File: src/rtl/bram_port_arbiter_if.sv
// ============================================================================
// Module : bram_port_arbiter_if
// Brief  : Requester-side bus of the two-port BRAM arbiter (req/we/addr/wdata
//          in, gnt/rvalid/rdata out).
// Rev    : 1.0 - initial release
// ============================================================================
`default_nettype none

interface bram_port_arbiter_if #(
    parameter int AW = 9,
    parameter int DW = 16
);
    logic [1:0]    req;
    logic [1:0]    we;
    logic [AW-1:0] addr0;
    logic [AW-1:0] addr1;
    logic [DW-1:0] wdata0;
    logic [DW-1:0] wdata1;
    logic [1:0]    gnt;
    logic [1:0]    rvalid;
    logic [DW-1:0] rdata;

    modport master (
        output req, we, addr0, addr1, wdata0, wdata1,
        input  gnt, rvalid, rdata
    );

    modport slave (
        input  req, we, addr0, addr1, wdata0, wdata1,
        output gnt, rvalid, rdata
    );
endinterface

`default_nettype wire

File: src/rtl/bram_port_arbiter.sv
// ============================================================================
// Module : bram_port_arbiter
// Brief  : Round-robin arbiter sharing one BRAM port between two requesters,
//          with tagged read-return pipeline. Optional conflict counter built
//          when BRAM_ARB_CONFLICT_CNT_EN is defined.
// Rev    : 1.0 - initial release
// ============================================================================
`default_nettype none

module bram_port_arbiter #(
    parameter int AW     = 9,
    parameter int DW     = 16,
    parameter int RD_LAT = 2
) (
    input  logic                 clk,
    input  logic                 rst,
    bram_port_arbiter_if.slave   bus,
    output logic                 mem_en,
    output logic                 mem_we,
    output logic [AW-1:0]        mem_addr,
    output logic [DW-1:0]        mem_din,
    input  logic [DW-1:0]        mem_dout,
    output logic [15:0]          conflict_cnt
);

    logic              r_ptr;
    logic [1:0]        w_gnt;
    logic              w_accept;
    logic              w_sel;
    logic              w_sel_we;
    logic [AW-1:0]     w_sel_addr;
    logic [DW-1:0]     w_sel_wdata;
    logic [RD_LAT-1:0] r_rd_vld;
    logic [RD_LAT-1:0] r_rd_tag;
    logic [1:0]        r_rvalid;
    logic [DW-1:0]     r_rdata;

    // Grant is suppressed during reset so nothing is accepted in that cycle.
    always_comb begin
        w_gnt = 2'b00;
        if (!rst) begin
            case (bus.req)
                2'b01:   w_gnt = 2'b01;
                2'b10:   w_gnt = 2'b10;
                2'b11:   w_gnt = r_ptr ? 2'b10 : 2'b01;
                default: w_gnt = 2'b00;
            endcase
        end
    end

    assign bus.gnt     = w_gnt;
    assign w_accept    = |w_gnt;
    assign w_sel       = w_gnt[1];
    assign w_sel_we    = w_sel ? bus.we[1]  : bus.we[0];
    assign w_sel_addr  = w_sel ? bus.addr1  : bus.addr0;
    assign w_sel_wdata = w_sel ? bus.wdata1 : bus.wdata0;

    always_ff @(posedge clk) begin
        if (rst) begin
            r_ptr    <= 1'b0;
            mem_en   <= 1'b0;
            mem_we   <= 1'b0;
            mem_addr <= '0;
            mem_din  <= '0;
            r_rd_vld <= '0;
            r_rd_tag <= '0;
            r_rvalid <= 2'b00;
            r_rdata  <= '0;
        end else begin
            mem_en <= w_accept;
            mem_we <= w_accept & w_sel_we;
            if (w_accept) begin
                mem_addr <= w_sel_addr;
                mem_din  <= w_sel_wdata;
                r_ptr    <= ~w_sel;
            end
            // Owner tag rides alongside the read so the return is steered correctly.
            for (int k = RD_LAT - 1; k > 0; k--) begin
                r_rd_vld[k] <= r_rd_vld[k-1];
                r_rd_tag[k] <= r_rd_tag[k-1];
            end
            r_rd_vld[0] <= w_accept & ~w_sel_we;
            r_rd_tag[0] <= w_sel;
            r_rvalid    <= r_rd_vld[RD_LAT-1] ?
                           (r_rd_tag[RD_LAT-1] ? 2'b10 : 2'b01) : 2'b00;
            if (r_rd_vld[RD_LAT-1]) begin
                r_rdata <= mem_dout;
            end
        end
    end

    assign bus.rvalid = r_rvalid;
    assign bus.rdata  = r_rdata;

`ifdef BRAM_ARB_CONFLICT_CNT_EN
    logic [15:0] r_conflict_cnt;

    always_ff @(posedge clk) begin
        if (rst) begin
            r_conflict_cnt <= 16'h0000;
        end else if (bus.req == 2'b11 && r_conflict_cnt != 16'hFFFF) begin
            r_conflict_cnt <= r_conflict_cnt + 16'h0001;
        end
    end

    assign conflict_cnt = r_conflict_cnt;
`else
    assign conflict_cnt = 16'h0000;
`endif

endmodule

`default_nettype wire

File: src/flat_wrapper.sv
// flat-port wrapper written by rule: the top's interface ports become plain ports
module bram_port_arbiter_flat 
#(
    parameter int AW     = 9,
    parameter int DW     = 16,
    parameter int RD_LAT = 2
)
  (clk, rst, mem_en, mem_we, mem_addr, mem_din, mem_dout, conflict_cnt, bus_req, bus_we, bus_addr0, bus_addr1, bus_wdata0, bus_wdata1, bus_gnt, bus_rvalid, bus_rdata);
  bram_port_arbiter_if #(.AW(AW), .DW(DW)) bus_i ();
  input  logic clk;
  input  logic rst;
  output logic mem_en;
  output logic mem_we;
  output logic [AW-1:0] mem_addr;
  output logic [DW-1:0] mem_din;
  input  logic [DW-1:0] mem_dout;
  output logic [15:0] conflict_cnt;
  input wire logic [$bits(bus_i.req)-1:0] bus_req;
  input wire logic [$bits(bus_i.we)-1:0] bus_we;
  input wire logic [$bits(bus_i.addr0)-1:0] bus_addr0;
  input wire logic [$bits(bus_i.addr1)-1:0] bus_addr1;
  input wire logic [$bits(bus_i.wdata0)-1:0] bus_wdata0;
  input wire logic [$bits(bus_i.wdata1)-1:0] bus_wdata1;
  output wire logic [$bits(bus_i.gnt)-1:0] bus_gnt;
  output wire logic [$bits(bus_i.rvalid)-1:0] bus_rvalid;
  output wire logic [$bits(bus_i.rdata)-1:0] bus_rdata;
  assign bus_i.req = bus_req;
  assign bus_i.we = bus_we;
  assign bus_i.addr0 = bus_addr0;
  assign bus_i.addr1 = bus_addr1;
  assign bus_i.wdata0 = bus_wdata0;
  assign bus_i.wdata1 = bus_wdata1;
  assign bus_gnt = bus_i.gnt;
  assign bus_rvalid = bus_i.rvalid;
  assign bus_rdata = bus_i.rdata;
  bram_port_arbiter #(.AW(AW), .DW(DW), .RD_LAT(RD_LAT)) u_core (.clk(clk), .rst(rst), .bus(bus_i), .mem_en(mem_en), .mem_we(mem_we), .mem_addr(mem_addr), .mem_din(mem_din), .mem_dout(mem_dout), .conflict_cnt(conflict_cnt));
endmodule
File: config.mk
export PLATFORM = sky130hd
export DESIGN_NAME = bram_port_arbiter_flat
export DESIGN_NICKNAME = d
export VERILOG_FILES = /design/src/rtl/bram_port_arbiter_if.sv /design/src/rtl/bram_port_arbiter.sv /design/src/flat_wrapper.sv
export SDC_FILE = /design/constraint.sdc
export NUM_CORES = 1
export LEC_CHECK = 0
export BUFFER_PORTS_ARGS = -buffer_cell sky130_fd_sc_hd__buf_2
export CORE_MARGIN = 3
export CORE_UTILIZATION = 28
export CTS_CLUSTER_DIAMETER = 120
export DETAILED_ROUTE_END_ITERATION = 8
export GPL_ROUTABILITY_DRIVEN = 0
export GPL_TIMING_DRIVEN = 0
export PLACE_DENSITY = 0.65
export SLEW_MARGIN = 25
export SYNTH_ARGS = -nofsm -noshare
export SYNTH_HDL_FRONTEND = slang
export SYNTH_SLANG_ARGS = --single-unit
File: constraint.sdc
create_clock -name clk -period 1.4 [get_ports clk]
set_input_delay 0.21 -clock clk [delete_from_list [all_inputs] [get_ports clk]]
set_output_delay 0.21 -clock clk [all_outputs]
set_load 0.02 [all_outputs]
==> key figures, run 1 <==
Global routing
  – Overflow left after global routing: 0
  – Initial antenna violation count: 0
  – Vias in the first global route: 2050
  – First-pass GRT wire length: between 9000 and 10000 µm
  – Pin count of the biggest net entering global routing: 17
  – GRT Total Usage: 0.136

Min path
  – Worst Hold Class: in -> reg
  – Hold Path Sink: u_core.mem_din[5]
  – Worst hold stages: 2
  – Hold path start: bus_wdata1[5]

Logic synthesis
  – Yosys warnings: 0
  – Post-synthesis sequential area ratio: 0.463
  – Post-synthesis register bit count: 50
  – Cells after Synth: ~210
  – Cell variety after synth: 26
  – Synth Area per Inst: 10.1 µm²
  – Post-Syn Area: approximately 0.0022 mm²

Placed design
  – Port buffer count: roughly 120
  – Inst Count DP: 444
  – Dpl cell area: roughly 0.0029 mm²
  – Hpwl dp: roughly 4700 µm

STA
  – Final Hold Fails: 0
  – Max Clock Skew: a little under 0.005 ns
  – RSZ-0062 raised after global routing: true
  – Slew margin rel.: 0.663
  – Minimum clock period: ~1.4 ns
  – Endpoints failing setup: 0
  – Least-Margin Pin Slew: around 0.51 ns
  – Final period util: 1.00
  – Slew Viols, Final: 0
  – F_max: between 700 and 800 MHz

Finish
  – Filler cell count: a little under 800
  – Diodes inserted: 0
  – Nets@finish: 430
  – Design Area, Final: 0.00319 mm²
  – Fin cells: between 400 and 500
  – Area growth from synthesis to layout: 47.5%
  – Share of cells above drive strength 1: 0.487
  – Reg area: 0.00100 mm²
  – Area of the multi-input gates: approximately 920 µm²

Power and ir drop
  – Sequential share of power: 0.453
  – Logic pwr share: 0.197
  – Sw frac: 0.264
  – Cell-internal power: 2530 µW
  – Power per cell area: approximately 1100 mW/mm²
  – Maximum vdd drop: 0.000479 V
  – Pleak: about 0.0016 µW
  – NetSw: 905 µW
  – Clk pwr share: 0.350

Worst setup path
  – Reg2reg start: u_core.r_ptr
  – Crit Path Class: reg -> out
  – Startpoint types: flip-flop
  – Reg2Reg Depth: 4
  – CP required: 1.19 ns
  – Critical-path maximum fanout: 3
  – CP endpoint kind: primary output
  – Reg2Reg Capture Point: u_core.mem_din[1]
  – R2R setup slack: 0.03 ns
  – CP arrival: approximately 1.2 ns

Run
  – # Max-Cap Violations: 0

CTS
  – Clk slew on worst S/H paths: roughly 0.09 ns
  – Num CTS Buffers: 5
  – CTS tree: built
  – Htree depth: 2
  – Root Buffer: clkbuf_8
  – Clock net sink count: 50
  – CTS Hold Bufs: 0
  – Clock buffer depth: 2
  – Skew-Pair Late Insertion Delay: roughly 0.30 ns

Routing
  – DRC: 0
  – WL final: around 6300 µm
  – Vias: approximately 2100
  – Via density: around 4.6
  – First-pass DRT Iterations: 4
  – Drt initial violations: 33
  – Drt wl/cell: approximately 14 µm
  – Antenna viol nets, final: 0

Die
  – Core ar.: between 0.007 and 0.008 mm²
  – Die Area: slightly below 0.009 mm²
  – Top Ports: ~140
  – Initial Util: 0.293
  – Die width: 93.8 µm
  – Row cnt: 31
  – Die Y: roughly 94 µm

Status
  – Status: completed
[area by class of cell]
class / count / share of cell area
buffer: 35 / 0.0766
sequential: 50 / 0.314
clock buffer: 5 / 0.0216
timing repair buffer: 124 / 0.205
tap: 99 / 0.0389
clock inverter: 3 / 0.0216
multi-input combinational: 115 / 0.290
inverter: 27 / 0.0318
[power groups by stage]
stage | registers (µW) | logic [µW] | clock network, µW
final | 1550 | 675 | 1200
after global routing | 1560 | 736 | 1300
after CTS | 1550 | 684 | 1250
after detailed placement | 1580 | 636 | 0
after global placement | 1580 | 625 | 0
after floorplan | 1680 | 290 | 0
[metal layers]
layer | share of wire | track usage
met4 | 0.0086 | 0.0289
met5 | 0 | 0
met3 | 0.092 | 0.0425
met2 | 0.48 | 0.228
met1 | 0.42 | 0.172
[critical path, cell delays in order (launching register included)]
cell	delay (ns)
dfxtp_2	0.36
clkbuf_16	0.15
a21oi_4	0.12
and2_4	0.15
buf_6	0.11
[synth_stat cells (all sizes together)]
cell type | n | area share
a2111oi | 25 | 0.10
and3b | 1 | 0.0041
buf | 31 | 0.096
nor4b | 1 | 0.0041
o31a | 1 | 0.0046
a221o | 25 | 0.12
nor3b | 1 | 0.0035
conb | 1 | 0.0017
nor4 | 1 | 0.0029
inv | 27 | 0.047
o21a | 2 | 0.0069
and2 | 1 | 0.0035
nor3 | 3 | 0.014
dfxtp | 50 | 0.46
a21oi | 1 | 0.0023
mux2i | 16 | 0.074
clkbuf | 5 | 0.0087
nor2 | 18 | 0.031
nor2b | 3 | 0.012
[flip-flops by register name (all words and copies together) (netlist names)]
register and count:
u_core.mem_we 1, u_core.mem_din 16, u_core.mem_en 1, u_core.r_rd_vld 2
u_core.r_ptr 1, u_core.bus.rvalid 2, u_core.r_rd_tag 2, u_core.bus.rdata 16
u_core.mem_addr 9
[cells by family after synthesis]
family,after synthesis,share of synthesized area
AO/OA/AOI/OAI,54,0.233
buffers and inverters,63,0.152
flip-flops,50,0.463
multiplexers,16,0.0741
other,1,0.00174
AND/OR/NAND/NOR,29,0.0759
[per-stage QoR]
stage          total power [µW]  TNS, ns  hold slack (ns)  setup WS [ns]   util
2_1_floorplan              1970        0            0.320          0.144      -
3_3_place_gp               2210    -1.17            0.395         -0.199  0.397
3_5_place_dp               2220    -1.95            0.407         -0.228  0.397
4_1_cts                    3480   -0.174            0.107         -0.102  0.432
5_1_grt                    3600   -0.122            0.117        -0.0619  0.432
6_report                   3430        0            0.125       0.000320  0.432
[cell usage in the layout (no fill, tap or decap)]
| cell type | synthesis | final |
|---|---|---|
| buf_2 | 10 | 124 |
| dfxtp_1 | 50 | 49 |
| inv_1 | 27 | 27 |
| buf_4 | 17 | 23 |
| a221o_1 | 21 | 21 |
| nor2_1 | 18 | 18 |
| mux2i_1 | 16 | 16 |
| conb_1 | 1 | 16 |
| a2111oi_0 | 25 | 15 |
| a2111oi_1 | 0 | 8 |
| buf_6 | 2 | 5 |
| clkbuf_8 | 0 | 5 |
| a221o_2 | 4 | 4 |
| clkbuf_1 | 5 | 3 |
| buf_1 | 2 | 2 |
| a2111oi_2 | 0 | 2 |
| nor2b_1 | 2 | 2 |
| o21a_1 | 2 | 2 |
| bufinv_16 | 0 | 2 |
| nor2b_4 | 1 | 1 |
| nor3_4 | 1 | 1 |
| clkbuf_16 | 0 | 1 |
| a21oi_4 | 0 | 1 |
| and2_4 | 0 | 1 |
| nor4b_1 | 1 | 1 |
| o31a_2 | 1 | 1 |
| nor4_1 | 1 | 1 |
| nor3_2 | 1 | 1 |
| clkbuf_2 | 0 | 1 |
| and3b_1 | 1 | 1 |
| nor3b_1 | 1 | 1 |
| nor3_1 | 1 | 1 |
| clkinv_4 | 0 | 1 |
| dfxtp_2 | 0 | 1 |
[how the worst max path moves through the flow]
stage	from	to
after floorplan	u_core.r_ptr	bus_gnt[0]
after global placement	u_core.r_ptr	bus_gnt[0]
after global routing	u_core.r_ptr	bus_gnt[0]
after detailed placement	u_core.r_ptr	bus_gnt[0]
after CTS	u_core.r_ptr	bus_gnt[0]
final	u_core.r_ptr	bus_gnt[0]
[timing repair]
action,in CTS,in global routing
pin swaps,3,2
setup endpoints to repair,20,24
resized for setup,20,8
buffers inserted,7,0
No activity file was read; power rests on OpenSTA's default activity.
==> inputs of run 2 (changes only) <==
Settings changed: BUFFER_PORTS_ARGS -buffer_cell sky130_fd_sc_hd__buf_2 to not set, DONT_BUFFER_PORTS set to 1, PLACE_DENSITY 0.65 to 0.5.
==> key figures, run 2 (synthesized netlist as in run 1, its figures left out) <==
Worst setup path
  – Crit Path Class: reg -> out
  – CP arrival: about 1.2 ns
  – CP required: roughly 1.2 ns
  – Slowest cell on crit path: dfxtp_4
  – Startpoint types: flip-flop
  – CP endpoint kind: primary output
  – Critical-path maximum fanout: 4
  – CP bufs+invs: 1
  – Cell family with the largest share of critical-path delay: flip-flops
  – Cell Chain, Critical Path: buf_8 -> a21oi_4 -> and2_4
  – Max incr delay on CP: 0.38 ns

Routing
  – Drt wl/cell: about 17 µm
  – Vias: about 1700
  – WL final: approximately 6000 µm
  – DRC: 0
  – Via density: roughly 4.9
  – Antenna viol nets, final: 0
  – First-pass DRT Iterations: 4
  – Drt initial violations: 54

STA
  – Endpoints failing setup: 0
  – Minimum clock period: 1.37 ns
  – Slew Viols, Final: 0
  – Slew margin rel.: 0.662
  – Least-Margin Pin Slew: a little over 0.5 ns
  – Max Clock Skew: approximately 0.010 ns
  – F_max: approximately 730 MHz
  – Final Hold Fails: 0
  – Final period util: 0.979
  – PnR worst setup slack: around 0.03 ns
  – RSZ-0062 raised after global routing: true
  – Worst hold slack: about 0.033 ns
  – Setup TNS: 0 ns

CTS
  – Skew-Pair Late Insertion Delay: 0.31 ns
  – Num CTS Buffers: 5
  – Clock net sink count: 50
  – Root Buffer: clkbuf_8
  – CTS tree: built
  – Clk slew on worst S/H paths: 0.10 ns
  – Clock buffer depth: 2
  – Htree depth: 2

Power and ir drop
  – Logic pwr share: 0.135
  – Cell-internal power: about 2100 µW
  – Pleak: 0.00109 µW
  – Sequential share of power: 0.562
  – Total chip power: 2970 µW
  – Maximum vdd drop: between 0.0003 and 0.0004 V
  – Sw frac: 0.304
  – NetSw: 903 µW
  – Power per cell area: between 1000 and 1500 mW/mm²
  – Clk pwr share: 0.303

Die
  – Row cnt: 31
  – Die Area: about 0.0088 mm²
  – Top Ports: between 100 and 150
  – Core ar.: ~0.0074 mm²
  – Die Y: approximately 94 µm
  – Die width: between 90 and 100 µm
  – Initial Util: 0.293

Finish
  – Filler cell count: between 700 and 800
  – Share of cells above drive strength 1: 0.240
  – Area growth from synthesis to layout: 19.5%
  – Reg area: 0.00100 mm²
  – Commonest non-fill, non-tap cell in the layout: dfxtp_1
  – Fin cells: 345
  – Commonest cells after routing, fill and taps aside: 49 x dfxtp_1, 27 x inv_1, 23 x buf_4, 23 x a2111oi_0, 21 x a221o_1
  – Nets@finish: between 300 and 400
  – Area of the multi-input gates: around 900 µm²
  – Diodes inserted: 0

Global routing
  – GRT Total Usage: 0.128
  – Initial antenna violation count: 0
  – Overflow left after global routing: 0
  – First-pass GRT wire length: approximately 8800 µm
  – Pin count of the biggest net entering global routing: 19
  – Vias in the first global route: around 1700

Placed design
  – Placement Setup Slack: -0.146 ns
  – Port buffer count: 0
  – Hpwl dp: 4210 µm
  – Inst Count DP: ~330

Min path
  – Worst Hold Class: in -> reg

Status
  – Status: completed

Run
  – # Max-Cap Violations: 0
-- run 2: worst paths after layout --
| check | startpoint | to | slack [ns] | depth (start not counted) |
|---|---|---|---|---|
| setup / recovery | u_core.r_ptr | bus_gnt[0] | 0.03 | 3 |
| hold / removal | bus_wdata1[9] | u_core.mem_din[9] | 0.03 | 1 |
| setup reg to reg | u_core.r_ptr | u_core.mem_din[8] | 0.07 | 5 |
| hold reg to reg | u_core.r_rd_tag[1] | u_core.bus.rvalid[0] | 0.42 | 1 |
-- run 2: cell type report --
type	count	share of cell area
clock inverter	3	0.0102
multi-input combinational	115	0.350
clock buffer	5	0.0266
tap	99	0.0480
sequential	50	0.389
timing repair buffer	11	0.0451
buffer	35	0.0921
inverter	27	0.0392
-- run 2: metal layers --
metal | track usage | vias up | part of all wire
li1 | - | 811 | -
met5 | 0 | - | 0
met4 | 0.0265 | 0 | 0.0079
met1 | 0.160 | 773 | 0.43
met3 | 0.0449 | 6 | 0.098
met2 | 0.211 | 101 | 0.47
-- run 2: power by group through the flow --
stage	clock (µW)	sequential, µW	combinational (µW)
2_1_floorplan	0	1680	290
3_3_place_gp	0	1700	347
3_5_place_dp	0	1700	353
4_1_cts	943	1670	380
5_1_grt	989	1680	443
6_report	901	1670	402
-- run 2: through the flow --
| step | area, µm² | util |
|---|---|---|
| final | 2580 | 0.350 |
| after global routing | 2580 | 0.350 |
| after CTS | 2510 | 0.341 |
| after detailed placement | 2340 | 0.318 |
| after global placement | 2340 | 0.318 |
| after floorplan | 2220 | - |
-- run 2: repair_timing --
| item | CTS | global route |
|---|---|---|
| hold buffers | 1 | 0 |
| cloned | 1 | 1 |
| hold endpoints to repair | 1 | 0 |
| endpoints found under the setup margin | 21 | 18 |
| pin swaps | 2 | 4 |
| buffers inserted | 4 | 4 |
| resized for setup | 9 | 8 |
